==> config.mk <==
export PLATFORM = sky130hd
export DESIGN_NAME = note_sequencer_flat
export DESIGN_NICKNAME = d
export VERILOG_FILES = /design/src/rtl/note_seq_pkg.sv /design/src/rtl/note_sequencer_if.sv /design/src/rtl/note_seq_prescaler.sv /design/src/rtl/note_sequencer.sv /design/src/flat_wrapper.sv
export SDC_FILE = /design/constraint.sdc
export NUM_CORES = 1
export LEC_CHECK = 0
export BUFFER_PORTS_ARGS = -buffer_cell sky130_fd_sc_hd__buf_2
export CORE_MARGIN = 2
export CORE_UTILIZATION = 60
export DETAILED_ROUTE_END_ITERATION = 16
export GPL_TIMING_DRIVEN = 0
export MAX_ROUTING_LAYER = met4
export PLACE_DENSITY = 0.81
export SETUP_SLACK_MARGIN = 0.02
export SYNTH_ARGS = -nofsm -noshare
export SYNTH_HDL_FRONTEND = slang
export SYNTH_HIERARCHICAL = 1
export SYNTH_SLANG_ARGS = --single-unit
==> constraint.sdc <==
create_clock -name clk_i -period 3.5 [get_ports clk_i]
set_clock_uncertainty 0.1 [all_clocks]
set_input_delay 0.35 -clock clk_i [delete_from_list [all_inputs] [get_ports clk_i]]
set_output_delay 0.35 -clock clk_i [all_outputs]
set_load 0.01 [all_outputs]
==> src/rtl/note_seq_pkg.sv <==
// rtl/note_seq_pkg.sv - shared types, note divider table and melody table for the note sequencer
package note_seq_pkg;

    typedef enum logic [1:0] {
        ST_IDLE = 2'd0,
        ST_LOAD = 2'd1,
        ST_GATE = 2'd2,
        ST_GAP  = 2'd3
    } seq_state_e;

    // Melody entry layout: {note[7:4], len[3:0]}
    localparam int NOTE_MSB = 7;
    localparam int NOTE_LSB = 4;
    localparam int LEN_MSB  = 3;
    localparam int LEN_LSB  = 0;

    localparam int NOTE_DIV_W = 24;

    // Entry 0 is the rest slot and is never loaded into duty.
    localparam logic [NOTE_DIV_W-1:0] NOTE_DIV [0:15] = '{
        24'd0,      24'd191113, 24'd180388, 24'd170265,
        24'd160705, 24'd151685, 24'd143172, 24'd135139,
        24'd127551, 24'd120395, 24'd113636, 24'd107259,
        24'd101239, 24'd95557,  24'd90194,  24'd85131
    };

    localparam int MELODY_LEN = 16;

    localparam logic [7:0] MELODY [0:MELODY_LEN-1] = '{
        8'h31, 8'h00, 8'h52, 8'h10,
        8'h63, 8'h71, 8'h82, 8'h00,
        8'h93, 8'hA1, 8'hB0, 8'hC2,
        8'hD1, 8'hE0, 8'hF3, 8'h40
    };

    // Sequencers with more than MELODY_LEN steps replay the table from the top.
    function automatic logic [7:0] melody_entry(input logic [31:0] idx);
        return MELODY[idx[3:0]];
    endfunction

endpackage

==> src/rtl/note_sequencer_if.sv <==
// rtl/note_sequencer_if.sv - note gate / PWM divider interface between sequencer and envelope
// Signals: note_on_o (gate), duty_o[BW-1:0] (divider word).
// Modports: master (sequencer drives), slave (envelope receives).
interface note_sequencer_if #(
    parameter int BW = 24
);
    logic          note_on_o;
    logic [BW-1:0] duty_o;

    modport master (output note_on_o, output duty_o);
    modport slave  (input  note_on_o, input  duty_o);
endinterface

==> src/rtl/note_seq_prescaler.sv <==
// rtl/note_seq_prescaler.sv - wrapping counter with one-cycle terminal-count pulse
// Ports: clk_i, rst_ni (sync, active-low), clr_i (force to 0), en_i (count enable),
//        term_i[W-1:0] (terminal count), tick_o (high while enabled at terminal count).
module note_seq_prescaler #(
    parameter int W = 8
) (
    input  logic         clk_i,
    input  logic         rst_ni,
    input  logic         clr_i,
    input  logic         en_i,
    input  logic [W-1:0] term_i,
    output logic         tick_o
);

    logic [W-1:0] cnt_q;

    assign tick_o = en_i && (cnt_q == term_i);

    always_ff @(posedge clk_i) begin
        if (!rst_ni) begin
            cnt_q <= '0;
        end else if (clr_i) begin
            cnt_q <= '0;
        end else if (en_i) begin
            cnt_q <= (cnt_q == term_i) ? '0 : cnt_q + W'(1);
        end
    end

endmodule

==> src/rtl/note_sequencer.sv <==
// rtl/note_sequencer.sv - melody sequencer driving note gate and PWM divider word
// Ports: clk_i, rst_ni (sync, active-low), start_i, stop_i, loop_i,
//        tempo_i[7:0] (only with NOTE_SEQ_TEMPO_EN), note_if (master: note_on_o, duty_o),
//        busy_o (not IDLE), step_o (current melody step).
// Option: NOTE_SEQ_TEMPO_EN - tick period becomes (tempo_i+1) << TEMPO_SHIFT, latched per step.
module note_sequencer
    import note_seq_pkg::*;
#(
    parameter int BW          = 24,
    parameter int STEPS       = 16,
    parameter int TICK_DIV    = 1_000_000,
    parameter int GAP_TICKS   = 2,
    parameter int TEMPO_SHIFT = 12
) (
    input  logic                     clk_i,
    input  logic                     rst_ni,
    input  logic                     start_i,
    input  logic                     stop_i,
    input  logic                     loop_i,
`ifdef NOTE_SEQ_TEMPO_EN
    input  logic [7:0]               tempo_i,
`endif
    note_sequencer_if.master         note_if,
    output logic                     busy_o,
    output logic [$clog2(STEPS)-1:0] step_o
);

    localparam int SW       = $clog2(STEPS);
    // Prescaler wide enough for either tick source so both builds share one datapath.
    localparam int PW_DIV   = $clog2(TICK_DIV + 1);
    localparam int PW_TEMPO = 9 + TEMPO_SHIFT;
    localparam int PW       = (PW_DIV > PW_TEMPO) ? PW_DIV : PW_TEMPO;
    localparam int TW_GAP   = $clog2(GAP_TICKS + 1);
    localparam int TW       = (TW_GAP > 4) ? TW_GAP : 4;
    localparam logic [SW-1:0] LAST_STEP = SW'(STEPS - 1);

    seq_state_e    state_q, state_d;
    logic [SW-1:0] step_q, step_d;
    logic          note_on_q, note_on_d;
    logic [BW-1:0] duty_q, duty_d;

    logic [7:0]    entry;
    logic [3:0]    note;
    logic [3:0]    len;

    logic          cnt_clr;
    logic          presc_en;
    logic [PW-1:0] presc_term;
    logic          presc_tick;
    logic [TW-1:0] tcnt_term;
    logic          phase_done;

    assign entry = melody_entry(32'(step_q));
    assign note  = entry[NOTE_MSB:NOTE_LSB];
    assign len   = entry[LEN_MSB:LEN_LSB];

`ifdef NOTE_SEQ_TEMPO_EN
    logic [7:0] tempo_q;

    always_ff @(posedge clk_i) begin
        if (!rst_ni) begin
            tempo_q <= '0;
        end else if (state_q == ST_LOAD) begin
            tempo_q <= tempo_i;
        end
    end

    assign presc_term = ((PW'(tempo_q) + PW'(1)) << TEMPO_SHIFT) - PW'(1);
`else
    assign presc_term = PW'(TICK_DIV - 1);
`endif

    // Counters are held at zero in IDLE and LOAD so each GATE starts on a fresh tick.
    assign cnt_clr   = (state_q == ST_IDLE) || (state_q == ST_LOAD);
    assign presc_en  = (state_q == ST_GATE) || (state_q == ST_GAP);
    // The tick counter wraps on its own terminal tick, so GAP starts from zero
    // without an explicit clear on the GATE->GAP transition.
    assign tcnt_term = (state_q == ST_GATE) ? TW'(len) : TW'(GAP_TICKS - 1);

    note_seq_prescaler #(.W(PW)) u_prescaler (
        .clk_i  (clk_i),
        .rst_ni (rst_ni),
        .clr_i  (cnt_clr),
        .en_i   (presc_en),
        .term_i (presc_term),
        .tick_o (presc_tick)
    );

    note_seq_prescaler #(.W(TW)) u_tick_counter (
        .clk_i  (clk_i),
        .rst_ni (rst_ni),
        .clr_i  (cnt_clr),
        .en_i   (presc_tick),
        .term_i (tcnt_term),
        .tick_o (phase_done)
    );

    always_comb begin
        state_d   = state_q;
        step_d    = step_q;
        note_on_d = note_on_q;
        duty_d    = duty_q;

        // Stop overrides everything, including a pending duty load in LOAD.
        if (stop_i && (state_q != ST_IDLE)) begin
            state_d   = ST_IDLE;
            note_on_d = 1'b0;
        end else begin
            case (state_q)
                ST_IDLE: begin
                    note_on_d = 1'b0;
                    if (start_i && !stop_i) begin
                        state_d = ST_LOAD;
                        step_d  = '0;
                    end
                end
                ST_LOAD: begin
                    if (note != 4'd0) begin
                        duty_d = BW'(NOTE_DIV[note]);
                    end
                    note_on_d = (note != 4'd0);
                    state_d   = ST_GATE;
                end
                ST_GATE: begin
                    if (phase_done) begin
                        note_on_d = 1'b0;
                        state_d   = ST_GAP;
                    end
                end
                ST_GAP: begin
                    note_on_d = 1'b0;
                    if (phase_done) begin
                        if (step_q < LAST_STEP) begin
                            step_d  = step_q + SW'(1);
                            state_d = ST_LOAD;
                        end else if (loop_i) begin
                            step_d  = '0;
                            state_d = ST_LOAD;
                        end else begin
                            state_d = ST_IDLE;
                        end
                    end
                end
                default: begin
                    state_d   = ST_IDLE;
                    note_on_d = 1'b0;
                end
            endcase
        end
    end

    always_ff @(posedge clk_i) begin
        if (!rst_ni) begin
            state_q   <= ST_IDLE;
            step_q    <= '0;
            note_on_q <= 1'b0;
            duty_q    <= '0;
        end else begin
            state_q   <= state_d;
            step_q    <= step_d;
            note_on_q <= note_on_d;
            duty_q    <= duty_d;
        end
    end

    assign note_if.note_on_o = note_on_q;
    assign note_if.duty_o    = duty_q;
    assign busy_o            = (state_q != ST_IDLE);
    assign step_o            = step_q;

endmodule

==> src/flat_wrapper.sv <==
// flat-port wrapper written by rule: the top's interface ports become plain ports
module note_sequencer_flat import note_seq_pkg::*;
#(
    parameter int BW          = 24,
    parameter int STEPS       = 16,
    parameter int TICK_DIV    = 1_000_000,
    parameter int GAP_TICKS   = 2,
    parameter int TEMPO_SHIFT = 12
)
  (clk_i, rst_ni, start_i, stop_i, loop_i, busy_o, step_o, note_if_note_on_o, note_if_duty_o);
  note_sequencer_if #(.BW(BW)) note_if_i ();
  input  logic clk_i;
  input  logic rst_ni;
  input  logic start_i;
  input  logic stop_i;
  input  logic loop_i;
  output logic busy_o;
  output logic [$clog2(STEPS)-1:0] step_o;
  output wire logic [$bits(note_if_i.note_on_o)-1:0] note_if_note_on_o;
  output wire logic [$bits(note_if_i.duty_o)-1:0] note_if_duty_o;
  assign note_if_note_on_o = note_if_i.note_on_o;
  assign note_if_duty_o = note_if_i.duty_o;
  note_sequencer #(.BW(BW), .STEPS(STEPS), .TICK_DIV(TICK_DIV), .GAP_TICKS(GAP_TICKS), .TEMPO_SHIFT(TEMPO_SHIFT)) u_core (.clk_i(clk_i), .rst_ni(rst_ni), .start_i(start_i), .stop_i(stop_i), .loop_i(loop_i), .note_if(note_if_i), .busy_o(busy_o), .step_o(step_o));
endmodule
# After elaboration in Yosys (flattened, before gate mapping)
# Memories as Yosys holds them, arrays and structs flattened. A register that Yosys moved wholly into a read port is not among the register bits.
# Index checks and enable logic that the tools add are counted.
[totals]
reg_bits = 32
mem_bits_ro = 512
inputBits = 5
output_inout_bits = 30
n_memories = 2
[classes]
add_sub_neg = 3
order_cmp = 2
n_eq_ne = 9
n_mux = 18
n_bitwise = 4
n_reduce_logical = 18
[memory_table]
columns = ["name", "depth", "width", "read_ports", "rd_clocked_by_memory_dff", "wr", "line", "rtl"]
rows = [
  ["(no name shown)", 16, 24, 1, 1, 0, "note_sequencer.sv:119", "duty_d = BW'(NOTE_DIV[note]);"],
  ["(no name shown)", 16, 8, 1, 0, 0, "note_seq_pkg.sv:38", "return MELODY[idx[3:0]];"],
]
[ops]
columns = ["cell", "count"]
rows = [
  ["$mux W4", 6],
  ["$add A21 B1 Y21 const B", 1],
  ["$eq A21 B20 Y1 const B", 1],
  ["$mux W21", 1],
  ["$mux W8", 2],
  ["$not A4 Y5", 2],
  ["$add A4 B1 Y4 const B", 2],
  ["$mux W2", 4],
  ["$pmux W2 S4", 1],
  ["$pmux W4 S2", 1],
  ["$reduce_and A3 Y1", 2],
  ["$reduce_or A2 Y1", 3],
  ["$ge A5 B5 Y1 const B", 1],
  ["$reduce_and A5 Y1", 1],
  ["$eq A2 B2 Y1 const B", 2],
  ["$eq A4 B4 Y1", 1],
  ["$logic_and A1 B1 Y1", 4],
  ["$lt A4 B4 Y1 const B", 1],
  ["$ne A2 B1 Y1 const B", 2],
  ["$reduce_bool A2 Y1", 2],
  ["$reduce_bool A4 Y1", 1],
  ["$ne A3 B3 Y1 const B", 1],
  ["$pmux W1 S3", 1],
  ["$eq A2 B1 Y1 const B", 1],
  ["6 further kinds", 10],
]

# Longest topological paths before layout
# Gate-level depths: netlist (run 1).
[logic_depth]
ltp_word = 9
depth_mapped = 14
ltp_nobuf = 13

# Modules after synthesis
# The synthesis (run 1) kept the hierarchy.
[modules_own_cells]
columns = ["mod", "instances", "cells_per_inst", "area_each_um2"]
rows = [
  ["note_sequencer", 1, 255, 2068.2],
  ["note_seq_prescaler (u_core.u_prescaler)", 1, 138, 1228.7],
  ["note_seq_prescaler (u_core.u_tick_counter)", 1, 25, 249.0],
]

# Worst setup path after synthesis (run 1)
# No wires, ideal clock.
[synth_path]
kind = "register to register"
start = "register u_core.step_q[0] (netlist: u_core/step_o[0])"
end = "register u_core.step_q[2] (netlist: u_core/step_o[2])"
setup_ps = 120
t_arrival_ps = 2703
t_required_ps = 3280
path_slack_ps = 577
path_stages_with_launch = 14
synth_period_minus_slack_ps = 2923
cell_sequence = "dfxtp_1 buf_2 inv_1 ha_1 buf_4 nor2b_4 o311a_1 xor2_1 nor3_2 and2_2 o221ai_1 a21o_1 a22oi_1 nor2_1"
[synth_via]
elab_chain_cells = 9
elab_cells_between_ends = 15
cone_classes = "add/sub (1); order compare (1); eq/ne (3); mux (6); bitwise (1); reduce/logical (2); memory (1)"
[synth_lines]
columns = ["item", "line", "rtl"]
rows = [
  ["start, declared", "note_sequencer.sv:38", "logic [SW-1:0] step_q, step_d;"],
  ["start signal, assigned", "note_sequencer.sv:160", "step_q <= step_d;"],
  ["$not A4 Y5 (not written as such)", "note_seq_pkg.sv:38", ""],
  ["$mem_v2 Z16 W8", "--", ""],
  ["$mux W8 (not written as such) (2 in series)", "note_seq_pkg.sv:38", ""],
  ["$mux W4", "note_sequencer.sv:78", "assign tcnt_term = (state_q == ST_GATE) ? TW'(len) : TW'(GAP_TICKS - 1);"],
  ["net u_core.tcnt_term[1]", "note_sequencer.sv:50", "logic [TW-1:0] tcnt_term;"],
  ["$eq A4 B4 Y1", "note_seq_prescaler.sv:17", "assign tick_o = en_i && (cnt_q == term_i);"],
  ["$logic_and A1 B1 Y1", "note_seq_prescaler.sv:17", ""],
  ["net u_core.phase_done", "note_sequencer.sv:51", "logic phase_done;"],
  ["$ne A2 B1 Y1 (no line)", "--", ""],
  ["$reduce_and A5 Y1 (no line)", "--", ""],
]
# The timed path passes the listed nets, and every way through them passes these cells. The select of a mux whose other input is x is not followed.
# A chain may end at the register's enable or synchronous reset.

# Worst setup path in the final report (run 1)
[layout_path]
start = "register u_core.step_q[0] (netlist: u_core/step_o[0])"
end = "register u_core.step_q[1] (netlist: u_core/step_o[1])"
# Same word-level chain as after synthesis.

==> results of run 1 <==
worst paths after layout:
path                                 start                          end  slack [ps]
setup reg to reg          u_core/step_o[0]             u_core/step_o[1]         240
hold / removal                      rst_ni  u_core/u_prescaler/cnt_q[8]         260
hold reg to reg   u_core/note_if.duty_o[7]     u_core/note_if.duty_o[7]         380
setup / recovery          u_core/step_o[0]             u_core/step_o[1]         240
critical path: stages, from the launching register on:
cell,delay (ps)
sky130_fd_sc_hd__dfxtp_1,450
sky130_fd_sc_hd__clkbuf_4,250
sky130_fd_sc_hd__inv_1,80
sky130_fd_sc_hd__ha_1,230
sky130_fd_sc_hd__buf_4,190
sky130_fd_sc_hd__nor2b_4,150
sky130_fd_sc_hd__o311a_1,340
sky130_fd_sc_hd__xor2_1,170
sky130_fd_sc_hd__nor3_2,290
sky130_fd_sc_hd__and2_2,240
sky130_fd_sc_hd__o221ai_1,170
sky130_fd_sc_hd__a21o_1,230
sky130_fd_sc_hd__a22oi_1,220
sky130_fd_sc_hd__nor2_1,50
final cells by class:
type                            instances  area, µm²
Clock inverter                          3       21.3
Sequential cell                        50       1000
Tap cell                               72       90.1
Timing Repair Buffer                   28        140
Clock buffer                            5       68.8
Inverter                               20       75.1
Fill cell                             491       1640
Buffer                                 27        201
Multi-Input combinational cell        347       2370
Yosys cell counts, types with 5 or more instances:
master                     instances  area, µm²
sky130_fd_sc_hd__inv_1            18       67.6
sky130_fd_sc_hd__nor4_1            5       31.3
sky130_fd_sc_hd__nand4_1           6       37.5
sky130_fd_sc_hd__ha_1             22        275
sky130_fd_sc_hd__a211oi_1          5       37.5
sky130_fd_sc_hd__xor2_1           34        298
sky130_fd_sc_hd__dfxtp_1          50       1000
sky130_fd_sc_hd__buf_2             6       30.0
sky130_fd_sc_hd__a22oi_1           5       37.5
sky130_fd_sc_hd__o22ai_1           6       37.5
sky130_fd_sc_hd__nor2_1           42        158
sky130_fd_sc_hd__buf_4            12       90.1
sky130_fd_sc_hd__nand2b_1          5       31.3
sky130_fd_sc_hd__o21ai_0          12       60.1
sky130_fd_sc_hd__a31oi_1           5       31.3
sky130_fd_sc_hd__buf_6             6       67.6
sky130_fd_sc_hd__nand2_1          35        131
sky130_fd_sc_hd__nand3_1          11       55.1
sky130_fd_sc_hd__o21ai_1          13       65.1
sky130_fd_sc_hd__xnor2_1          14        123
sky130_fd_sc_hd__a21oi_1          22        110
sky130_fd_sc_hd__nor3_1            5       25.0
per-layer routing:
| metal | vias up | share of wire | global-route usage |
|---|---|---|---|
| met1 | 1454 | 0.47 | 0.362 |
| met4 | 0 | 0.0084 | 0.0814 |
| met5 | - | 0 | - |
| met2 | 94 | 0.48 | 0.440 |
| li1 | 1559 | - | - |
| met3 | 6 | 0.044 | 0.0400 |
cell families (layout without fill, tap and decap cells):
| logic type | count (synthesis) | after routing |
|---|---|---|
| muxes | 5 | 5 |
| and+or+nand+nor | 138 | 138 |
| buffers and inverters | 48 | 83 |
| AOI/OAI and AO/OA | 105 | 105 |
| xor gates and xnor gates | 48 | 48 |
| DFF | 50 | 50 |
| adders and majority gates | 22 | 22 |
| other | 2 | 29 |
repair_timing:
item / CTS / global route
setup endpoints to repair: 0 / 3
endpoints found under the hold margin: 0 / 0
gates resized for setup: 0 / 1
flip-flops by register name, indices dropped and copies added (netlist names):
name / flops
u_core/note_if.note_on_o: 1
u_core/note_if.duty_o: 18
u_core/state_q: 2
u_core/u_prescaler/cnt_q: 21
u_core/step_o: 4
u_core/u_tick_counter/cnt_q: 4
through the flow:
stage	hold slack, ps	worst slack (ps)	area [µm²]
floorplan	376	577	3650
global placement	354	363	3880
detailed placement	359	231	3880
CTS	260	219	3970
global route	273	44.6	3970
finish	264	237	3970
power by group through the flow:
| stage | clock network [W] | registers, W | logic (W) |
|---|---|---|---|
| floorplan | 0 | 0.000740 | 0.000335 |
| global placement | 0 | 0.000707 | 0.000517 |
| detailed placement | 0 | 0.000711 | 0.000530 |
| CTS | 0.000355 | 0.000699 | 0.000532 |
| global route | 0.000379 | 0.000707 | 0.000596 |
| finish | 0.000345 | 0.000698 | 0.000534 |
==> metrics.sh, run 1 <==
FINAL-SETUP-VIOL-COUNT=0
FINAL_LAYOUT_SIZE_SUFFIX_GT1_FRAC=0.183
GRT_PASS1_VIAS=2881
MAX_SLEW.WORST_PIN.SLEW_PS=664
FINAL-INSTANCE-COUNT-EXCL-FILL=552
SIMPLE_GATE_PORTION_OF_THE_SYNTHESIZED_AREA=0.206
CTS-BUFFERS-INSERTED=5
SYNTH_MUX_AREA_FRAC=0.0148
DRC_VIOLATION_COUNT_AFTER_ROUTING=0
SYNTH-SEQ-AREA-SHARE=0.282
MOST_COMMON_LIBRARY_CELL_IN_THE_LAYOUT_IGNORING_FILL_AND_TAPS='sky130_fd_sc_hd__dfxtp_1'
POWER.SHARE.COMBINATIONAL=0.338
PORT_BUFFERS=28
DIE-HEIGHT_UM=80.9
DETAILROUTE.VIA_COUNT=3113
WORST-SETUP-PATH-TYPE='reg2reg'
SYNTHESIS.INSTANCES=418
N_ANTENNA_CELL=0
CTS_HOLD_BUFFERS=0
SYNTH_TOP_FAMILY_BY_AREA='compound AO/OA/AOI/OAI gates'
GRT_ANTENNA_BEFORE_REPAIR=0
SYN_AVG_CELL_AREA_UM2=8.48
INTERNAL_POWER_W=0.00101
FLOORPLAN.INITIALDENSITY=0.632
DESIGN.CORE.AREA_MM2=0.00561
GRT_PASS1_WL_UM=13800
TRITONCTS='built'
ROUTE.FINAL.WIRE_LENGTH_UM=8220
FIN_SETUP_TNS_PS=0
GRT_START_MAX_NET_PINS=17
LAYOUT.CORE_UTILIZATION=0.707
PERIOD_NEEDED_PS=3260
DETAIL-ROUTE-ANTENNA-NETS=0
FIRST_PASS_DRT_ITERATIONS=4
POSTSYNTHREGISTERBITS=50
CTS.PATH.MAX_BUFFERS=2
MOST_FREQUENT_CELLS_IN_THE_LAYOUT='50 x sky130_fd_sc_hd__dfxtp_1, 42 x sky130_fd_sc_hd__nor2_1, 35 x sky130_fd_sc_hd__nand2_1'
P_CLK_FRAC=0.219
WORST-ENDPOINT-REQUIRED_PS=3590
ASYNC_RESET_FF_FRAC=0
CTS.ROOT.BUFFER_CELL='sky130_fd_sc_hd__clkbuf_8'
SWITCHING_PORTION_OF_TOTAL_POWER=0.357
DIE_AREA_MM2=0.00654
CLKSINKCOUNT=50
POST_SYNTH_INSTANCE_AREA_MM2=0.00355
SHARE_OF_THE_SYNTHESIZED_NETLIST_AREA_TAKEN_BY_XOR_AND_XNOR_GATES=0.119
CLKLATENCYLATEPIN_PS=300
AREA_DELTA_SYNTH_FINAL_PCT=11.9
WORST_HOLD_PATH_TYPE='in2reg'
SYNTH-ADDER-AREA-SHARE=0.0776
SLEW-LIMIT-HEADROOM=0.554
VDD_DROP_MAX_V=0.000329
CP.ARRIVAL_PS=3360
UNREPAIRED_SETUP_ENDPOINTS_AFTER_GLOBAL_ROUTING='no'
PLACED_WIRE_LENGTH_ESTIMATE_UM=6280
GLOBALROUTETOTALUTIL=0.275
CTSHTREEMAXLEVEL=2
OVERFLOW=0
POWER_SWITCHING_W=0.000563
MAX_CAP_VIOL_COUNT=0
TOTAL_LEAKAGE_POWER_nW=1.64
SYNTH-COMPOUND-AREA-SHARE=0.220
POST-CTS-SETUP-BUFFER-COUNT=0
FINALNETCOUNT=506
POWER_PER_CELL_AREA_mW_PER_MM2=398
WORST_SETUP_PATH_END_KIND='flip-flop'
PLACED_CELLS=545
YOSYS_WARNINGS=6
WORST_R2R_PATH_DEPTH=13
TIMING.HOLD.WORST_PATH_DEPTH=3
FINALHOLDVIOLATIONS=0
IOS=35
WIRE_PER_INST_UM=14.9
DIEWIDTH_UM=80.9
SYNTH_EDF_COUNT=0
DETAIL_ROUTE.ITER0.VIOLATIONS=157
GP_CONGESTION=0.930
SLEW_VIOLATIONS=0
MIN_PERIOD_OVER_PERIOD=0.932
POST_DRT_VIA_CELL_RATIO=5.64
CRITICAL_PATH_PEAK_FANOUT=10
FINALPOWER_W=0.00158
CTS.CLK_SLEW.WORST_PATHS_PS=100
SEQ_POWER_SHARE=0.443
START_KIND='flip-flop'
YS_DOMINANT_REG_CELL='sky130_fd_sc_hd__dfxtp_1'
YS_TYPES=76
RUN_STATUS='complete, no violations'
MAX_FREQ_MHz=306
FP-ROW-COUNT=27
No activity file was read; power rests on OpenSTA's default activity.
==> run 2: changes to the inputs <==
--- a/config.mk
+++ b/config.mk
@@ -12,6 +12,7 @@
 export GPL_TIMING_DRIVEN = 0
 export MAX_ROUTING_LAYER = met4
 export PLACE_DENSITY = 0.81
+export RECOVER_POWER = 50
 export SETUP_SLACK_MARGIN = 0.02
 export SYNTH_ARGS = -nofsm -noshare
 export SYNTH_HDL_FRONTEND = slang
==> run 2 against run 1 <==
Against the previous run: non-clock buffer count unchanged; sequential power about the same; global-route usage unchanged; largest power group unchanged; utilization down 0.83 points; wire length up 0.72%; critical path depth unchanged; highest routed layer unchanged; worst hold slack better by 50 ps; count of clock-buffer cells in the layout unchanged; worst setup slack worse by 13 ps; critical path type unchanged.
==> metrics.sh, run 2 (synthesized netlist as in run 1, its figures left out) <==
MAX_CAP_VIOL_COUNT=0
TIMING.REG2REG.SETUP_SLACK_PS=220
FILL_CELLS=513
DETAILROUTE.VIA_COUNT=3100
GRT_START_MAX_NET_PINS=17
FIN_AREA_MM2=0.00392
MOST_FREQUENT_CELLS_IN_THE_LAYOUT='50 x sky130_fd_sc_hd__dfxtp_1, 42 x sky130_fd_sc_hd__nor2_1, 35 x sky130_fd_sc_hd__nand2_1'
FINALHOLDVIOLATIONS=0
POST-CTS-SETUP-BUFFER-COUNT=0
CTS-BUFFERS-INSERTED=5
GLOBALROUTETOTALUTIL=0.275
PLACED_WIRE_LENGTH_ESTIMATE_UM=6280
START_KIND='flip-flop'
FP-ROW-COUNT=27
PLACED_CELL_AREA_MM2=0.00388
GRT_PASS1_VIAS=2881
SLEW_VIOLATIONS=0
FINALPOWER_W=0.00155
MIN_FROM='rst_ni'
DETAIL-ROUTE-ANTENNA-NETS=0
WORST_HOLD_PATH_TYPE='in2reg'
IOS=35
CP.ARRIVAL_PS=3370
DRC_VIOLATION_COUNT_AFTER_ROUTING=0
VDD_DROP_MAX_V=0.000326
MAX_SLEW.WORST_PIN.SLEW_PS=661
CTS.ROOT.BUFFER_CELL='sky130_fd_sc_hd__clkbuf_8'
MIN_PERIOD_OVER_PERIOD=0.936
MAX_FLOP_REGISTER='u_core/u_prescaler/cnt_q'
CLKSINKCOUNT=50
FIN_SETUP_TNS_PS=0
LARGEST_REGISTER_FF_COUNT=21
SLOWEST_DELAY_PS=460
PATH_CELLS='clkbuf_4 -> inv_1 -> ha_1 -> buf_4 -> nor2b_4 -> o311a_1 -> xor2_1 -> nor3_2 -> and2_2 -> o221ai_1 -> a21o_1 -> a22oi_1 -> nor2_1'
GRT_ANTENNA_BEFORE_REPAIR=0
RR_STARTPOINT='u_core/step_o[0]'
SLEW-LIMIT-HEADROOM=0.556
DIEWIDTH_UM=80.9
DIE_AREA_MM2=0.00654
TIMING.HOLD.WORST_PATH_DEPTH=3
FINAL_LAYOUT_SIZE_SUFFIX_GT1_FRAC=0.127
PERIOD_NEEDED_PS=3280
DETAIL_ROUTE.ITER0.VIOLATIONS=127
GRT_PASS1_WL_UM=13800
PORT_BUFFERS=28
TOTAL_LEAKAGE_POWER_nW=1.54
RUN_STATUS='complete, no violations'
CRITICAL_PATH_PEAK_FANOUT=10
WORST-ENDPOINT-REQUIRED_PS=3590
CTS.CLK_SLEW.WORST_PATHS_PS=100
FLOORPLAN.INITIALDENSITY=0.632
CTS.PATH.MAX_BUFFERS=2
AREA_DELTA_SYNTH_FINAL_PCT=10.6
WORST_R2R_PATH_DEPTH=13
WORST_PATH_MAX_DELAY_CELL='sky130_fd_sc_hd__dfxtp_1'
POST_DRT_VIA_CELL_RATIO=5.62
GP_CONGESTION=0.930
WORST_SETUP_PATH_END_KIND='flip-flop'
N_ANTENNA_CELL=0
OVERFLOW=0
HOLDWS_PS=314
MOST_COMMON_LIBRARY_CELL_IN_THE_LAYOUT_IGNORING_FILL_AND_TAPS='sky130_fd_sc_hd__dfxtp_1'
POWER_PER_CELL_AREA_mW_PER_MM2=396
DIE-HEIGHT_UM=80.9
WORSTSETUPSTARTPOINT='u_core/step_o[0]'
CLKLATENCYLATEPIN_PS=300
DESIGN.CORE.AREA_MM2=0.00561
WIRE_PER_INST_UM=15.0
CRITICAL_PATH_END='u_core/step_o[1]'
WORST-SETUP-PATH-TYPE='reg2reg'
UNREPAIRED_SETUP_ENDPOINTS_AFTER_GLOBAL_ROUTING='no'
FIRST_PASS_DRT_ITERATIONS=5
FINAL-SETUP-VIOL-COUNT=0
ROUTE.FINAL.WIRE_LENGTH_UM=8280
CTSHTREEMAXLEVEL=2
FINALNETCOUNT=506
TRITONCTS='built'
CRIT-REG2REG-CAPTURE='u_core/step_o[1]'
MAX_FREQ_MHz=305
==> run 2: worst min-delay path by stage <==
stage	to	slack (ps)
after floorplan	u_core/note_if.duty_o[17]	380
after global placement	u_core/note_if.duty_o[7]	350
after detailed placement	u_core/note_if.duty_o[7]	360
after CTS	u_core/u_prescaler/cnt_q[8]	260
after global routing	u_core/u_tick_counter/cnt_q[0]	330
final	u_core/u_tick_counter/cnt_q[0]	310
==> run 2: per-stage QoR <==
step / worst slack [ps] / cells / util
after detailed placement: 231 / 545 / 0.691
after CTS: 219 / 553 / 0.707
final: 224 / 552 / 0.699
after floorplan: 577 / 445 / -
after global placement: 363 / 545 / 0.691
after global routing: 41.1 / 552 / 0.699
==> run 2: routing by layer <==
layer	global-route usage	part of all wire	vias up	routed length [µm]
met5	-	0	-	0
li1	-	-	1560	-
met2	0.440	0.47	86	3890
met4	0.0814	0.011	0	93
met3	0.0400	0.048	10	399
met1	0.362	0.47	1444	3890
==> run 2: area by class of cell <==
| cell class | instances | area (µm²) | share of cell area |
|---|---|---|---|
| multi-input cells | 347 | 2360 | 0.602 |
| flip-flops and latches | 50 | 1000 | 0.255 |
| plain buffers | 27 | 193 | 0.0492 |
| repair buffers | 28 | 110 | 0.0281 |
| well taps | 72 | 90.1 | 0.0230 |
| inverters | 20 | 75.1 | 0.0192 |
| clock buffers | 5 | 68.8 | 0.0176 |
| clock inverters | 3 | 21.3 | 0.00543 |
==> run 2: worst max-delay path, delay by kind of cell (launching register included) <==
kind                     cells  cell delay, ps
buffers and inverters        3             530
AO/OA/AOI/OAI                4             950
AND/OR/NAND/NOR              4             730
flip-flops                   1             460
adder cells (fa/ha/maj)      1             230
XOR/XNOR                     1             170
==> run 2: power breakdown <==
part / total, W / internal, W / switching (W) / leakage, nW
sequential: 0.000700 / 0.000650 / 0.0000504 / 0.405
clock: 0.000347 / 0.000141 / 0.000206 / 0.0441
combinational: 0.000504 / 0.000195 / 0.000309 / 1.09
==> run 2: timing repair <==
item / 4_1_cts / 5_1_grt
resized for setup: 0 / 1
hold buffers: 0 / 0
setup endpoints to repair: 0 / 3
==> run 3: changes to the inputs <==
--- a/config.mk
+++ b/config.mk
@@ -11,7 +11,7 @@
 export DETAILED_ROUTE_END_ITERATION = 16
 export GPL_TIMING_DRIVEN = 0
 export MAX_ROUTING_LAYER = met4
-export PLACE_DENSITY = 0.81
+export PLACE_DENSITY = 0.91
 export RECOVER_POWER = 50
 export SETUP_SLACK_MARGIN = 0.02
 export SYNTH_ARGS = -nofsm -noshare
==> run 3 against run 2 <==
Against the previous run: final area increased by 0.54%; via count grew 3.6%; global-route usage up 0.74 points; combinational power is essentially flat; critical path depth down 1; total power grew 3.8%; count of clock-buffer cells in the layout stayed put; non-clock buffer count rose by 1; clock power rose by 17%; highest routed layer unchanged.
==> metrics.sh, run 3 (synthesized netlist as in run 1, its figures left out) <==
N_ANTENNA_CELL=0
PLACED_CELL_AREA_MM2=0.00388
MET3WIRELENGTH_UM=506
FIN_SETUP_TNS_PS=0
TIMING.REG2REG.SETUP_SLACK_PS=270
VDD_DROP_MAX_V=0.000320
AREA_DELTA_SYNTH_FINAL_PCT=11.2
TIMING.HOLD.WORST_PATH_DEPTH=3
DIEWIDTH_UM=80.9
FIN_AREA_MM2=0.00394
LARGEST_REGISTER_FF_COUNT=21
MIN_PERIOD_OVER_PERIOD=0.924
WORST_HOLD_PATH_TYPE='in2reg'
SLEW_VIOLATIONS=0
UNREPAIRED_SETUP_ENDPOINTS_AFTER_GLOBAL_ROUTING='no'
GRT_ANTENNA_BEFORE_REPAIR=0
GP_CONGESTION=0.967
FINALNETCOUNT=507
MOST_COMMON_LIBRARY_CELL_IN_THE_LAYOUT_IGNORING_FILL_AND_TAPS='sky130_fd_sc_hd__dfxtp_1'
CTSHTREEMAXLEVEL=2
FIRST_PASS_DRT_ITERATIONS=5
SLOWEST_DELAY_PS=560
FP-ROW-COUNT=27
ROUTE.FINAL.WIRE_LENGTH_UM=8460
WORST-ENDPOINT-REQUIRED_PS=3600
FINAL-SETUP-VIOL-COUNT=0
MOST_FREQUENT_CELLS_IN_THE_LAYOUT='50 x sky130_fd_sc_hd__dfxtp_1, 42 x sky130_fd_sc_hd__nor2_1, 35 x sky130_fd_sc_hd__nand2_1'
FLOORPLAN.INITIALDENSITY=0.632
CTS.CLK_SLEW.WORST_PATHS_PS=90
GLOBALROUTETOTALUTIL=0.282
GRT_START_MAX_NET_PINS=16
WORST_R2R_PATH_DEPTH=12
CLKSINKCOUNT=50
POST-CTS-SETUP-BUFFER-COUNT=0
POST_DRT_VIA_CELL_RATIO=5.82
CTS.ROOT.BUFFER_CELL='sky130_fd_sc_hd__clkbuf_8'
WORST_PATH_MAX_DELAY_CELL='sky130_fd_sc_hd__dfxtp_1'
WORST-SETUP-PATH-TYPE='reg2reg'
FINALHOLDVIOLATIONS=0
POWER_PER_CELL_AREA_mW_PER_MM2=409
DIE_AREA_MM2=0.00654
CP.ARRIVAL_PS=3330
DRC_VIOLATION_COUNT_AFTER_ROUTING=0
START_KIND='flip-flop'
TOTAL_LEAKAGE_POWER_nW=1.55
PORT_BUFFERS=28
TOP_LAYER='met4'
CTS-BUFFERS-INSERTED=5
IOS=35
WORST_SETUP_PATH_END_KIND='flip-flop'
PERIOD_NEEDED_PS=3230
FINAL_LAYOUT_SIZE_SUFFIX_GT1_FRAC=0.125
PRE_CTS_WS_PS=321
GRT_PASS1_WL_UM=14100
TIMING.FINAL.WS_SETUP_PS=267
CRITICAL_PATH_PEAK_FANOUT=10
RUN_STATUS='complete, no violations'
DESIGN.CORE.AREA_MM2=0.00561
DETAILROUTE.VIA_COUNT=3211
SLEW-LIMIT-HEADROOM=0.525
CTS.PATH.MAX_BUFFERS=2
WIRE_PER_INST_UM=15.3
MET1WIRELENGTH_UM=3360
DIE-HEIGHT_UM=80.9
PATH_CELLS='inv_1 -> ha_1 -> nor2b_1 -> o21ai_1 -> and2_1 -> clkbuf_1 -> inv_1 -> ha_1 -> a31o_1 -> a211oi_1 -> a31o_1 -> o22ai_1'
OVERFLOW=0
DETAIL_ROUTE.ITER0.VIOLATIONS=297
MAX_FREQ_MHz=309
MAX_FLOP_REGISTER='u_core/u_prescaler/cnt_q'
TOTAL_MET2_WIRELENGTH_AFTER_DETAILED_ROUTING_UM=4420
MAX_CAP_VIOL_COUNT=0
TRITONCTS='built'
GRT_PASS1_VIAS=3166
PLACED_WIRE_LENGTH_ESTIMATE_UM=6350
CLKLATENCYLATEPIN_PS=310
MAX_SLEW.WORST_PIN.SLEW_PS=704
DETAIL-ROUTE-ANTENNA-NETS=0
## run 3: changes by cell type in the layout (fill, tap and decap cells not counted)
cell,change
sky130_fd_sc_hd__bufinv_16,+1
sky130_fd_sc_hd__clkinvlp_4,-1
sky130_fd_sc_hd__clkbuf_1,+1
sky130_fd_sc_hd__clkinv_2,-1
## run 3: routing by layer
layer  track usage  up-vias
li1              -     1555
met1         0.297     1518
met2         0.517      117
met3        0.0556       21
met4         0.112        0
met5             -        -
## run 3: timing repair
action	in CTS	in global routing
setup endpoints to repair	0	2
hold buffers	0	0
gates resized for setup	0	1
## run 3: stage by stage
step / hold WS, ps / cells / total power [W] / utilization
floorplan: 376 / 445 / 0.00108 / -
global placement: 349 / 545 / 0.00122 / 0.691
detailed placement: 364 / 545 / 0.00124 / 0.691
CTS: 272 / 552 / 0.00165 / 0.711
global route: 348 / 552 / 0.00172 / 0.703
finish: 322 / 552 / 0.00161 / 0.703
## run 3: worst max-delay path: cells and delay by family (launching register included)
| kind | cells | cell delay (ps) |
|---|---|---|
| buffers and inverters | 3 | 780 |
| AO/OA/AOI/OAI | 5 | 840 |
| adder cells (fa/ha/maj) | 2 | 550 |
| AND/OR/NAND/NOR | 2 | 280 |
| flip-flops | 1 | 560 |
## run 3: area by class of cell
type,instances,area (µm²)
Sequential cell,50,1000
Fill cell,463,1670
Multi-Input combinational cell,347,2360
Timing Repair Buffer,28,110
Buffer,28,196
Inverter,20,75.1
Tap cell,72,90.1
Clock inverter,2,38.8
Clock buffer,5,68.8
## run 3: power by group
| part | internal (W) | leakage (nW) | switching [W] |
|---|---|---|---|
| registers | 0.000650 | 0.405 | 0.0000529 |
| clock network | 0.000210 | 0.0542 | 0.000195 |
| logic | 0.000196 | 1.09 | 0.000307 |
| total | 0.00106 | 1.55 | 0.000555 |
## run 3: worst paths after layout
check / from / endpoint
hold / removal: rst_ni / u_core/u_tick_counter/cnt_q[3]
setup / recovery: u_core/step_o[1] / u_core/note_if.duty_o[7]
hold reg to reg: u_core/note_if.duty_o[17] / u_core/note_if.duty_o[17]
setup reg to reg: u_core/step_o[1] / u_core/note_if.duty_o[7]
